===== config.mk =====
export PLATFORM = sky130hd
export DESIGN_NAME = gas_alarm_controller
export DESIGN_NICKNAME = d
export VERILOG_FILES = /design/src/rtl/gas_alarm_controller_pkg.sv /design/src/rtl/gas_alarm_controller_run_counter.sv /design/src/rtl/gas_alarm_controller.sv
export SDC_FILE = /design/constraint.sdc
export NUM_CORES = 1
export LEC_CHECK = 0
export ABC_CLOCK_PERIOD_IN_PS = 3700
export CORE_MARGIN = 4
export CORE_UTILIZATION = 30
export DETAILED_ROUTE_END_ITERATION = 8
export PLACE_DENSITY = 0.53
export SLEW_MARGIN = 5
export SYNTH_ARGS = -nofsm -noshare
export SYNTH_HDL_FRONTEND = slang
export SYNTH_HIERARCHICAL = 1
export SYNTH_SLANG_ARGS = --single-unit

===== constraint.sdc =====
create_clock -name clk -period 3.7 [get_ports clk]
set_clock_uncertainty 0.2 [all_clocks]
set_input_delay 0.37 -clock clk [delete_from_list [all_inputs] [get_ports clk]]
set_output_delay 0.37 -clock clk [all_outputs]
set_load 0.005 [all_outputs]

===== src/rtl/gas_alarm_controller_pkg.sv =====
// Shared encodings for the gas alarm controller: FSM states and fan speed codes.
package gas_alarm_controller_pkg;

    typedef enum logic [1:0] {
        SAFE  = 2'd0,
        WARN  = 2'd1,
        ALARM = 2'd2,
        VENT  = 2'd3
    } state_t;

    localparam logic [1:0] FAN_OFF  = 2'd0;
    localparam logic [1:0] FAN_LOW  = 2'd1;
    localparam logic [1:0] FAN_MID  = 2'd2;
    localparam logic [1:0] FAN_FULL = 2'd3;

    function automatic logic [1:0] fan_for(input state_t s);
        logic [1:0] f;
        case (s)
            WARN:    f = FAN_LOW;
            ALARM:   f = FAN_FULL;
            VENT:    f = FAN_MID;
            default: f = FAN_OFF;
        endcase
        return f;
    endfunction

endpackage


===== src/rtl/gas_alarm_controller_run_counter.sv =====
// Saturating counter of consecutive qualifying samples; clr wins over hit.
module run_counter #(
    parameter int CONFIRM = 4
) (
    input  logic       clk,
    input  logic       arst,
    input  logic       hit,
    input  logic       clr,
    output logic [3:0] run
);

    always_ff @(posedge clk or posedge arst) begin
        if (arst) begin
            run <= '0;
        end else if (clr || !hit) begin
            run <= '0;
        end else if (run != 4'(CONFIRM)) begin
            run <= run + 4'd1;
        end
    end

endmodule


===== src/rtl/gas_alarm_controller.sv =====
// Gas alarm sequencer: debounced level classification, SAFE/WARN/ALARM/VENT FSM,
// registered fan/valve/buzzer drive and an ALARM entry counter.
//
//   state | meaning
//   SAFE  | gas below warning threshold, everything off
//   WARN  | elevated gas, low fan
//   ALARM | dangerous gas, full fan, valve shut, buzzer beeping until ack
//   VENT  | gas cleared after alarm, mid fan for VENT_HOLD cycles, valve shut
module gas_alarm_controller
    import gas_alarm_controller_pkg::*;
#(
    parameter int CONFIRM   = 4,
    parameter int VENT_HOLD = 16,
    parameter int BEEP_HALF = 8,
    parameter int WARN_TH   = 3,
    parameter int ALARM_TH  = 6
) (
    input  logic       clk,
    input  logic       arst,
    input  logic [2:0] level,
    input  logic       ack,
    output logic [1:0] state,
    output logic [1:0] fan,
    output logic       valve_close,
    output logic       buzzer,
    output logic [7:0] alarm_count
);

    state_t     st, st_nx;
    logic       hi, mid, lo;
    logic [3:0] hi_run, mid_run, lo_run;
    logic       hi_cf, mid_cf, lo_cf;
    logic       clr_runs, enter_alarm;
    logic [7:0] hold, hold_nx;
    logic [7:0] beep_cnt, beep_cnt_nx;
    logic       phase, phase_nx;
    logic       silence, silence_nx;
    logic       buzzer_nx;

    assign hi  = level >= 3'(ALARM_TH);
    assign mid = level >= 3'(WARN_TH);
    assign lo  = !mid;

    run_counter #(.CONFIRM(CONFIRM)) u_hi_run  (.clk(clk), .arst(arst), .hit(hi),  .clr(clr_runs), .run(hi_run));
    run_counter #(.CONFIRM(CONFIRM)) u_mid_run (.clk(clk), .arst(arst), .hit(mid), .clr(clr_runs), .run(mid_run));
    run_counter #(.CONFIRM(CONFIRM)) u_lo_run  (.clk(clk), .arst(arst), .hit(lo),  .clr(clr_runs), .run(lo_run));

    // Confirmation happens on the edge that samples the CONFIRM-th value, so compare the pre-edge run.
    assign hi_cf  = hi  && (hi_run  >= 4'(CONFIRM - 1));
    assign mid_cf = mid && (mid_run >= 4'(CONFIRM - 1));
    assign lo_cf  = lo  && (lo_run  >= 4'(CONFIRM - 1));

    always_comb begin
        st_nx = st;
        unique case (st)
            SAFE:  if (hi_cf) st_nx = ALARM; else if (mid_cf) st_nx = WARN;
            WARN:  if (hi_cf) st_nx = ALARM; else if (lo_cf)  st_nx = SAFE;
            ALARM: if (lo_cf) st_nx = VENT;
            VENT:  if (hi_cf) st_nx = ALARM; else if (hold == 8'(VENT_HOLD - 1)) st_nx = SAFE;
        endcase

        clr_runs    = (st_nx != st);
        enter_alarm = (st_nx == ALARM) && (st != ALARM);
        hold_nx     = (st == VENT && st_nx == VENT) ? hold + 8'd1 : 8'd0;

        beep_cnt_nx = 8'd0;
        phase_nx    = 1'b0;
        silence_nx  = 1'b0;
        if (enter_alarm) begin
            phase_nx = 1'b1;
        end else if (st == ALARM && st_nx == ALARM) begin
            silence_nx = silence || ack;
            if (beep_cnt == 8'(BEEP_HALF - 1)) begin
                phase_nx = !phase;
            end else begin
                beep_cnt_nx = beep_cnt + 8'd1;
                phase_nx    = phase;
            end
        end
        buzzer_nx = (st_nx == ALARM) && phase_nx && !silence_nx;
    end

    always_ff @(posedge clk or posedge arst) begin
        if (arst) begin
            st          <= SAFE;
            hold        <= '0;
            beep_cnt    <= '0;
            phase       <= 1'b0;
            silence     <= 1'b0;
            fan         <= FAN_OFF;
            valve_close <= 1'b0;
            buzzer      <= 1'b0;
            alarm_count <= '0;
        end else begin
            st          <= st_nx;
            hold        <= hold_nx;
            beep_cnt    <= beep_cnt_nx;
            phase       <= phase_nx;
            silence     <= silence_nx;
            fan         <= fan_for(st_nx);
            valve_close <= (st_nx == ALARM) || (st_nx == VENT);
            buzzer      <= buzzer_nx;
            if (enter_alarm && alarm_count != 8'hFF) begin
                alarm_count <= alarm_count + 8'd1;
            end
        end
    end

    assign state = st;

endmodule


### Word level (Yosys, flattened, before mapping)

Cells that the tools add are included.

* register bits after elaboration: 44
* output and inout bits: 14
* word-level logic and storage cells: 83

* add/subtract/negate cells: 6
* magnitude comparators: 5
* equality and inequality tests: 14
* multiplexer cells: 24
* reduce and logical (&&, ||, !) cells: 22

Operators by type and width (number)
* two-way mux 8 bit: 4
* adder 8 x 1 -> 8 bit, second input constant: 3
* two-way mux 4 bit: 6
* two-way mux 2 bit: 7
* adder 4 x 1 -> 4 bit, second input constant: 3
* greater-or-equal comparator 4 x 2 -> 1 bit, second input constant: 3
* inequality test 4 x 3 -> 1 bit, second input constant: 3
* logical AND 1 bit: 9
* equality test 2 bit, second input constant: 4
* equality test 8 x 3 -> 1 bit, second input constant: 1
* equality test 8 x 4 -> 1 bit, second input constant: 1
* inequality test 8 bit, second input constant: 1
* case mux 2 bit (4 select lines): 1
* case mux 2 bit (3 select lines): 1
* nonzero test 2 bit: 3
* logical OR 1 bit: 5
* two-way mux 1 bit: 5
* equality test 2 x 1 -> 1 bit, second input constant: 2
* zero test 1 bit: 4
* greater-or-equal comparator 3 x 2 -> 1 bit, second input constant: 1
* greater-or-equal comparator 3 bit, second input constant: 1
* zero test 2 bit: 1
* inequality test 2 bit: 1
* inequality test 2 bit, second input constant: 1

### Logic depth before layout (Yosys ltp)

* depth in word-level cells: 12
* depth in mapped cells: 10
* depth with buffers taken out: 9

### Hierarchy

Netlist, hierarchy kept.

By module, submodules not included
* gas_alarm_controller: instances 1, cells an instance 144, area an instance 1448.9 µm²
* run_counter: instances 3, cells an instance 25, area an instance 257.7 µm²

### Least setup slack after synthesis

OpenSTA, ideal clock, no wires.

* path type: flip-flop to flip-flop
* start: register hold[4]
* end: register u_hi_run.run[3]
* setup time: 0.123 ns
* arrival: 2.216 ns
* data required time: 3.377 ns
* setup slack: 1.160 ns
* stages on the path, launching flop included: 7
* path buffers: 0
* cells stage by stage: dfrtp_1 > or4_1 > nor2_1 > nor3_1 > a211oi_1 > or4b_1 > mux2i_1

* cells in the longest elaborated chain, start to end: 7

Ends and longest elaborated chain
* start: declaration: RTL line gas_alarm_controller.sv:34 `logic [7:0] hold, hold_nx;`
* start signal: assignment: RTL line gas_alarm_controller.sv:96 `hold <= hold_nx;`
* equality test 8 x 4 -> 1 bit *: RTL line gas_alarm_controller.sv:59 `VENT: if (hi_cf) st_nx = ALARM; else if (hold == 8'(VENT_HOLD - 1)) st_nx = SAFE;`
* two-way mux 2 bit * (2 in series): RTL line gas_alarm_controller.sv:59
* case mux 2 bit (4 select lines) *: RTL line gas_alarm_controller.sv:55 `unique case (st)`
* inequality test 2 bit *: RTL line gas_alarm_controller.sv:62 `clr_runs = (st_nx != st);`
* net clr_runs: RTL line gas_alarm_controller.sv:33 `logic clr_runs, enter_alarm;`
* logical OR 1 bit *: RTL line gas_alarm_controller_run_counter.sv:15 `end else if (clr || !hit) begin`
* two-way mux 4 bit or nonzero test 2 bit (tied branches)
* end signal: assignment: RTL line gas_alarm_controller_run_counter.sv:18 `run <= run + 4'd1;`
* end: declaration: RTL line gas_alarm_controller_run_counter.sv:9 `output logic [3:0] run`

The timed path passes the listed nets; every way through them passes the cells marked *.
A chain may end at the register's enable or synchronous reset.

### Worst setup path after layout

* start: input port level[1]
* end: register alarm_count[4]

RTL lines
* start: declaration: RTL line gas_alarm_controller.sv:20 `input logic [2:0] level,`
* greater-or-equal comparator 3 bit *: RTL line gas_alarm_controller.sv:40 `assign hi = level >= 3'(ALARM_TH);`
* net hi: RTL line gas_alarm_controller.sv:30 `logic hi, mid, lo;`
* logical AND 1 bit *: RTL line gas_alarm_controller.sv:49 `assign hi_cf = hi && (hi_run >= 4'(CONFIRM - 1));`
* two-way mux 2 bit, on equally long branches: RTL line gas_alarm_controller.sv:59, gas_alarm_controller.sv:56, gas_alarm_controller.sv:57
* case mux 2 bit (4 select lines) *: RTL line gas_alarm_controller.sv:55
* equality test 2 bit *: RTL line gas_alarm_controller.sv:63 `enter_alarm = (st_nx == ALARM) && (st != ALARM);`
* logical AND 1 bit *: RTL line gas_alarm_controller.sv:63
* logical AND 1 bit *: RTL line gas_alarm_controller.sv:103 `if (enter_alarm && alarm_count != 8'hFF) begin`
* end signal: assignment: RTL line gas_alarm_controller.sv:104 `alarm_count <= alarm_count + 8'd1;`
* end: declaration: RTL line gas_alarm_controller.sv:26 `output logic [7:0] alarm_count`

Marked as above.

==> summary.md <==
| Metric | Value |
|---|---|
| Wirelength per Cell | 11.7 µm |
| Yosys cell types | 37 |
| Seq cells post-synth | 42 |
| Initial Util | 30.8% |
| Hold Vio Cnt, Final | 0 |
| Multi-input logic area | 1080 µm² |
| Worst VDD drop | 0.224 mV |
| Ant diodes | 0 |
| GRT Util Overall | 10.1% |
| Slowest-stage cell, CP | clkdlybuf4s50_1 |
| Root buffer cell | clkbuf_8 |
| DRT Wirelength | 4040 µm |
| Die width | 94.1 µm |
| Status | finished, final reports clean |
| Max Buffers Root-to-Sink | 2 |
| Leakage Power | 1.16 nW |
| Register Area | 1050 µm² |
| Worst-Skew Late Latency | 300 ps |
| Final setup TNS | 0 ps |
| Critical path arrival | 2710 ps |
| Max Freq | 367 MHz |
| Mapped Area | 2220 µm² |
| Core Util, Final | 36.7% |
| Critical path data required time | 3690 ps |
| GRT met3 Usage | 2.48% |
| Hold-fix buffers at CTS | 0 |
| Number of global-route vias before repair | 1554 |
| Post-DP HPWL | 2970 µm |
| CTS tree | yes |
| Yosys warning total | 6 |
| Total gr overflow | 0 |
| Critical-path cell list | clkdlybuf4s50_1 > and2_1 > nor2b_1 > nor2_1 > a221oi_1 > ha_1 > o211ai_2 > or3_1 > xnor2_1 |
| Pwr Total | 1.46 mW |
| Cell Pwr Density | 553 nW/µm² |
| Post-route ant nets | 0 |
| Worst-margin pin slew | 434 ps |
| First-pass GRT wire length | 7040 µm |
| Setup ws final | 975 ps |
| CORE AREA | 7210 µm² |
| Met1 usage | 13.5% |
| DRC viols | 0 |
| Period utilization | 73.6% |
| Total CTS buffers | 5 |
| Vias | 1604 |
| IO Port Bufs | 19 |
| Clock Pin Slew Worst Setup and Hold Paths | 80 ps |
| DIE AREA | 8850 µm² |
| CP Launch Type | primary input |
| Sequential area share after synthesis | 47.3% |
| # rows | 31 |
| Pin count of the biggest net entering global routing | 31 |
| # clock sinks | 42 |
| GR peak layer | met2 |
| Share of cells above drive strength 1 | 5.69% |
| RSZ-0062 raised after global routing | no |
| TritonRoute pass-1 iters | 4 |
| Area Growth Syn to Fin | 19.3% |
| Max-cap viol count | 0 |
| Most common cell after layout, fill and taps aside | dfrtp_1 |
| Post-cts sizing count | 0 |
| Crit path kind | primary input to flip-flop |
| Worst slew margin | 70.3% |
| # IOs | 20 |
| Critical path's top delay family | simple AND/OR/NAND/NOR gates |
| M2 GR Usage | 15.6% |
| Final min period | 2720 ps |
| Die Y | 94.1 µm |
| Non-Filler Instances | 345 |
| # placed instances | 337 |
| Critical path buffers and inverters | 1 |
| Crit path largest cell delay | 470 ps |
| Most frequent cells in the layout | dfrtp_1 (42), nor2_1 (28), clkdlybuf4s50_1 (19) |
| Drt first-iter violations | 48 |
| Detailed-route vias per instance | 4.65 |
| Post-Synthesis Cells | 219 |
| Synthesized Nets | 236 |
| H-tree levels | 2 |
| Mean Syn Cell Area | 10.1 µm² |
| Max-slew violation count | 0 |
| Post-CTS setup buffer count | 0 |
| Nets | 262 |
| Worst Setup End Kind | flip-flop |
| Final setup fails | 0 |
| CP Max Fanout | 8 |
| Worst slack, placed | 645 ps |
| Routability cong. | 0.785 |
| Initial antenna violation count | 0 |
| Worst hold path class | primary input to asynchronous set/reset pin |
| Fillers | 737 |
-- final timing paths --
kind | from | to | slack (ps) | cells past startpoint
max | level[1] | alarm_count[4] | 980 | 9
min | arst | u_hi_run/run[0] | 160 | 2
max reg2reg | hold[4] | alarm_count[4] | 1000 | 8
min reg2reg | hold[0] | hold[0] | 270 | 1
max in group asynchronous | arst | fan[0] | 2650 | 3
min in group clk | hold[0] | hold[0] | 270 | 1
-- registers in the layout, summed over array words and instances, names as in the netlist, 2 cells and up --
name / cells
alarm_count: 8
beep_cnt: 8
fan: 2
hold: 8
u_hi_run/run: 4
u_lo_run/run: 4
u_mid_run/run: 4
-- Yosys cell counts --
library cell	instances	share of area [%]
dfrtp_1	42	47
nor2_1	28	4.7
inv_1	18	3.0
nand3_1	12	2.7
nand3b_1	12	4.1
ha_1	11	6.2
xnor2_1	10	3.9
mux2i_1	9	4.1
nand2_1	9	1.5
xor2_1	8	3.2
nor3_1	5	1.1
o21ai_0	5	1.1
a211oi_1	4	1.4
and2_1	4	1.1
nand2b_1	4	1.1
a2111oi_0	3	1.2
a21oi_1	3	0.68
and3b_1	3	1.2
or3_1	3	0.84
or3b_1	3	1.2
or4b_1	3	1.4
a21o_1	2	0.68
buf_4	2	0.68
nand4_1	2	0.56
or4_1	2	0.68
a21boi_1	1	0.34
a221o_1	1	0.45
a221oi_1	1	0.39
and2b_1	1	0.34
and3_1	1	0.28
buf_2	1	0.23
mux2_2	1	0.51
nor2b_1	1	0.28
nor3_2	1	0.45
o211ai_2	1	0.56
o31ai_1	1	0.34
or2_1	1	0.28
-- per-stage QoR --
step	hold WS [ps]	cell area [µm²]
after floorplan	-63.9	2220
after global routing	182	2650
after detailed placement	262	2540
after global placement	257	2540
final	159	2650
after CTS	163	2650
-- per-layer routing --
metal / part of all wire [%] / vias up
met5: 0 / -
met4: 1.8 / 0
met3: 4.2 / 8
met2: 44 / 24
met1: 50 / 768
li1: - / 804
-- power breakdown --
part           internal [mW]  leakage (nW)  switching, mW
sequential             0.536         0.565         0.0935
combinational          0.258         0.538          0.208
clock                  0.202        0.0585          0.168
total                  0.996          1.16          0.469
-- layout make-up --
type | count | share of cell area (%)
clock buffers | 5 | 2.60
multi-input cells | 156 | 40.9
flip-flops and latches | 42 | 39.6
inverters | 18 | 2.55
repair buffers | 22 | 8.02
well taps | 99 | 4.67
clock inverters | 3 | 1.65
-- cell families after synthesis --
| logic type | synth area share, % |
|---|---|
| simple gates | 23.8 |
| flops | 47.3 |
| compound gates | 7.09 |
| buf+inv | 3.94 |
| xor+xnor | 7.09 |
| fa+ha+maj | 6.19 |
| mux | 4.56 |
No activity file was read; power rests on OpenSTA's default activity.
==> edit 1, RTL diff (same flow settings) <==
Set the parameter `BEEP_HALF` to 4 (it was 8).
--- a/src/rtl/gas_alarm_controller.sv
+++ b/src/rtl/gas_alarm_controller.sv
@@ -13,3 +13,3 @@
     parameter int VENT_HOLD = 16,
-    parameter int BEEP_HALF = 8,
+    parameter int BEEP_HALF = 4,
     parameter int WARN_TH   = 3,
Behaviour: not the same (Yosys sat finds a counterexample within 10 cycles, from zero or initial values and one cycle with arst high).
==> edit 1 against the unedited design <==
Power decreased by 0.26%. Synthesized cell count decreased by 1.4%. Routed wire length decreased by 0.87%. Sequential cell count unchanged. Worst setup slack improved by 0.12 ns. Maximum frequency increased by 4.6%. Count of clock-buffer cells in the layout unchanged. Sequential power about the same. Worst hold slack improved by 0.036 ns. Global-route usage decreased by 0.28 points. Design area increased by 0.57%. Area after synthesis increased by 0.79%. Register-to-register slack improved by 0.09 ns.
==> edit 1: results (changes against the unedited design) <==
The highest cell delay on the worst timing path came out at 0.56 ns (+0.09 ns). The run gives 4.00 mm (-0.87%) as the routed wire length. The wire length of the first global-routing pass was 7.03 mm (-0.18%); the number of nets in the finished design was 259 (-1.1%).

At the later pin of the worst-skew pair, clock insertion delay measures 0.29 ns. The peak ir drop on the vdd network came out at 180 uV (-20%). The tools report the number of optimization iterations in the first detailed-route pass as 4 (unchanged). Counting instances in the post-synthesis netlist gives the leading cell types as sky130_fd_sc_hd__dfrtp_1 (42), sky130_fd_sc_hd__nor2_1 (26), sky130_fd_sc_hd__inv_1 (19).

The run gives 1.18 nW (+1.3%) as the reported leakage power. The placed wire-length estimate is 2.86 mm (-3.6%). The tools report the fraction of the yosys area taken by sequential cells as 46.9% (-0.37 points). The area taken by multi-input logic gates was 0.00110 mm2 (+1.7%). By area the synthesized netlist is led by sky130_fd_sc_hd__dfrtp_1 (47%), sky130_fd_sc_hd__ha_1 (6.1%), sky130_fd_sc_hd__nor2_1 (4.4%), sky130_fd_sc_hd__mux2i_1 (4.0%), sky130_fd_sc_hd__nand3b_1 (4.0%). The logs give 44 (-8.3%) for the violation count after the first detailed-route iteration and 2.59 ns (-0.12 ns) for the arrival time of the worst setup path. The tools report the instance count after placement with tap cells included as 334 (-0.89%). The routability congestion estimate from global placement was 0.740 (-5.7%). The total vias in the final route is 1559 (-2.8%). The tools report the pre-CTS setup slack as 0.777 ns (+0.131 ns). Number of fill cells: 735 (-0.27%). For the count of inserted antenna diode cells, the log shows 0 (unchanged).

The flow ran to the end, and the final reports show no timing, DRC or antenna violations. The run gives 73.5% (+3.1 points) as the tightest slew margin relative to the limit. The total nets after synthesis is 233 (-1.3%), and the area of placed instances is 0.00255 mm2 (+0.59%). The largest fanout of any net on the critical path is 8 (unchanged). The number of standard cells in the layout, taps in and fillers out was 342 (-0.87%); the overall global routing resource usage was 9.83% (-0.28 points). The share of post-route cells with drive strength above 1 works out to 7.82% (+2.1 points). Number of global-route vias before repair: 1509 (-2.9%).

The critical-path cell with the highest stage delay is sky130_fd_sc_hd__or4_4. The number of instances in the synthesized netlist was 216 (-1.4%).
[edit 1: final cells by class]
class	instances	area share (%)
flip-flops and latches	42	39.4
repair buffers	21	7.70
inverters	19	2.67
well taps	99	4.65
clock buffers	5	2.58
clock inverters	3	1.64
multi-input cells	153	41.3
[edit 1: routing by layer]
| layer | vias to the layer above | track usage [%] | part of all wire [%] |
|---|---|---|---|
| li1 | 796 | - | - |
| met1 | 742 | 13.3 | 50 |
| met2 | 16 | 15.1 | 45 |
| met3 | 5 | 2.87 | 4.1 |
| met4 | 0 | 3.25 | 1.1 |
| met5 | - | 0 | 0 |
[edit 1: path summary, 6_finish.rpt]
path | startpoint | to | slack (ns) | depth (start not counted)
min in group clk | hold[0] | hold[0] | 0.26 | 1
worst max register to register | hold[4] | alarm_count[4] | 1.09 | 8
worst min-delay path | arst | u_mid_run/run[0] | 0.20 | 2
worst min register to register | hold[0] | hold[0] | 0.26 | 1
worst max-delay path | hold[4] | alarm_count[4] | 1.09 | 8
max in group asynchronous | arst | hold[5] | 2.62 | 3
[edit 1: cells by family (layout without fill, tap and decap cells)]
logic type / after synthesis / in the layout / share of synthesized area (%)
adder cells (fa/ha/maj): 11 / 11 / 6.15
XOR/XNOR: 19 / 19 / 7.43
multiplexers: 10 / 10 / 4.53
buffers and inverters: 21 / 48 / 3.85
AO/OA/AOI/OAI: 19 / 19 / 6.76
flip-flops: 42 / 42 / 46.9
AND/OR/NAND/NOR: 94 / 94 / 24.4
[edit 1: where the power goes]
part / internal [mW] / switching (mW) / leakage, nW
Sequential: 0.536 / 0.0952 / 0.564
Clock: 0.202 / 0.165 / 0.0585
Combinational: 0.251 / 0.211 / 0.554
==> edit 2, RTL diff (config.mk and constraints unchanged) <==
Without the edit above. Take the reset off `hold` and load it in a clocked block of its own.
--- a/src/rtl/gas_alarm_controller.sv
+++ b/src/rtl/gas_alarm_controller.sv
@@ -85,3 +85,2 @@
             st          <= SAFE;
-            hold        <= '0;
             beep_cnt    <= '0;
@@ -95,3 +94,2 @@
             st          <= st_nx;
-            hold        <= hold_nx;
             beep_cnt    <= beep_cnt_nx;
@@ -108,2 +106,6 @@
 
+    always_ff @(posedge clk) begin
+        hold <= hold_nx;
+    end
+
     assign state = st;
Function: same outputs for any inputs over 10 cycles, from zero or initial values and one cycle with arst high; that may be too few to reach the edited logic, so the function may still have changed.
==> edit 2 against the unedited design <==
Maximum frequency decreased by 1.0%. Highest routed layer unchanged. Core utilization increased by 0.35 points. Area after synthesis is 1.6% lower. Sequential share of layout area is 0.40 points lower. Worst setup slack worse by 0.029 ns. Design area is 2.8% lower. Largest power group unchanged. Critical path depth is the same. Largest cell class unchanged. Count of clock-buffer cells in the layout is 1 higher. Routed wire length shrank 2.2%. Power fell by 4.8%. Sequential cell count unchanged. Critical path type unchanged. Critical endpoint unchanged.
==> edit 2: results (changes against the unedited design) <==
The flow ran to the end, and the final reports show no timing, DRC or antenna violations. The number of buffers added by the clock tree synthesis step was 5 (unchanged). The tools report the post-synthesis cell type count as 39 (+5.4%). The tools report the cell at the root of the clock tree as sky130_fd_sc_hd__clkbuf_8. The post-CTS setup buffer count was 0 (unchanged). The violation count after the first detailed-route iteration is 92 (+92%). The largest fanout of any net on the critical path is 8 (unchanged).

The run gives 9.59% (-0.52 points) as the overall global routing resource usage. The count of inserted antenna diode cells came out at 0 (unchanged). The number of port buffers is 19 (unchanged). Routability congestion estimate from global placement: 0.756 (-3.6%). For the arrival time of the worst setup path, the log shows 2.74 ns (+0.03 ns). The commonest cells after synthesis are sky130_fd_sc_hd__dfrtp_1 (34), sky130_fd_sc_hd__nor2_1 (27), sky130_fd_sc_hd__inv_1 (20).

Wire length of the first global-routing pass: 6.81 mm (-3.3%). For the number of remaining DRC errors, the log shows 0 (unchanged). The peak ir drop on the vdd network was 154 uV (-31%); the number of global-route vias before repair was 1519 (-2.3%). The tools report the latest clock arrival within the worst-skew pair as 0.30 ns (about the same). The design internal power is 932 uW (-6.3%). The wire length per cell is 11.6 um (-0.72%). Broken down by cell family, the worst path's largest delay share belongs to simple AND/OR/NAND/NOR gates. By area the synthesized netlist is led by sky130_fd_sc_hd__dfrtp_1 (39%), sky130_fd_sc_hd__dfxtp_1 (7.3%), sky130_fd_sc_hd__ha_1 (6.3%), sky130_fd_sc_hd__nor2_1 (4.6%), sky130_fd_sc_hd__mux2i_1 (4.1%).

The tools report the reported leakage power as 1.09 nW (-6.1%). The share of post-route cells with drive strength above 1 works out to 4.92% (-0.77 points). The path class of the tightest hold or removal check is in -> async.

In the final layout, the registers with the most flip-flops are alarm_count (8), beep_cnt (8), hold (8). The placed wire-length estimate is 2.90 mm (-2.5%). The run gives 710 (-3.7%) as the number of fill cells. The H-tree depth is 2 (unchanged). The actual transition at the worst max-transition pin is 0.831 ns (+0.397 ns), and the number of nets in the finished design is 260 (-0.76%). The fraction of the yosys area taken by sequential cells came out at 46.2% (-1.1 points).

The number of antenna violations at the first check in global routing is 0 (unchanged), and the post-CTS resize count is 0 (unchanged). The highest cell delay on the worst timing path works out to 0.47 ns (about the same). The per-cell via count in the routed design is 4.65 (about the same), and the total nets after synthesis is 237 (+0.42%).

Maximum number of pins on one net before global-route repair: 23 (-26%). The area of placed instances is 0.00248 mm2 (-2.3%), and the proportion of register bits with asynchronous set or reset after synthesis is 81.0% (-19 points). The tools report the number of optimization iterations in the first detailed-route pass as 4 (unchanged).
[edit 2: changes by cell type after synthesis, sizes merged]
cell	delta
a211oi	-1
a221oi	+1
clkbuf	+1
dfrtp	-8
dfxtp	+8
inv	+2
nand2b	-1
nor2	-1
o211ai	-1
o221ai	+1
[edit 2: worst paths after layout]
| kind | depth (start not counted) | startpoint | slack (ns) | end |
|---|---|---|---|---|
| worst max-delay path | 9 | level[2] | 0.95 | alarm_count[4] |
| worst min-delay path | 2 | arst | 0.18 | u_mid_run/run[0] |
| worst max register to register | 8 | hold[5] | 1.08 | alarm_count[4] |
| worst min register to register | 1 | hold[0] | 0.26 | hold[0] |
| max in group asynchronous | 2 | arst | 2.31 | fan[1] |
| min in group clk | 1 | hold[0] | 0.26 | hold[0] |
[edit 2: cell families (layout without fill, tap and decap cells)]
logic type,after synthesis,count (layout),synth area share [%]
and+or+nand+nor,93,93,23.7
DFF,42,42,46.2
buffers and inverters,24,48,4.52
AOI/OAI and AO/OA,22,22,7.38
xor gates and xnor gates,18,18,7.21
adders and majority gates,11,11,6.29
muxes,10,10,4.63
[edit 2: layout make-up]
class / instances / area [um2] / area share (%)
inverters: 20 / 75.1 / 2.91
repair buffers: 20 / 198 / 7.67
flip-flops and latches: 42 / 1010 / 39.2
multi-input cells: 154 / 1080 / 41.8
well taps: 96 / 120 / 4.66
clock inverters: 2 / 12.5 / 0.486
clock buffers: 6 / 82.6 / 3.21
[edit 2: routing by layer]
layer  vias up  global-route usage [%]  part of all wire (%)
li1        806                       -                     -
met1       743                    11.5                    47
met2        24                    16.6                    47
met3         7                    2.17                   3.9
met4         0                    3.66                   1.7
met5         -                       0                     0
[edit 2: worst reg2reg max path, delay by kind of cell (launching register included)]
family                   cells  cell delay (ns)
AO/OA/AOI/OAI                2             0.43
XOR/XNOR                     1             0.13
adder cells (fa/ha/maj)      1             0.26
flip-flops                   1             0.34
AND/OR/NAND/NOR              4             1.14
[edit 2: stage by stage]
stage | worst slack [ns] | instances | power (mW) | hold slack, ns
floorplan | 1.22 | 220 | 0.904 | -0.0639
global placement | 0.659 | 332 | 1.10 | 0.235
detailed placement | 0.607 | 332 | 1.10 | 0.241
CTS | 0.927 | 340 | 1.42 | 0.179
global route | 0.761 | 340 | 1.51 | 0.204
finish | 0.947 | 340 | 1.39 | 0.184
[edit 2: power groups by stage]
| stage | registers [mW] | clock network (mW) | logic (mW) |
|---|---|---|---|
| 6_report | 0.629 | 0.313 | 0.453 |
| 5_1_grt | 0.646 | 0.351 | 0.509 |
| 4_1_cts | 0.630 | 0.329 | 0.465 |
| 3_5_place_dp | 0.641 | 0 | 0.463 |
| 3_3_place_gp | 0.641 | 0 | 0.459 |
| 2_1_floorplan | 0.614 | 0 | 0.289 |
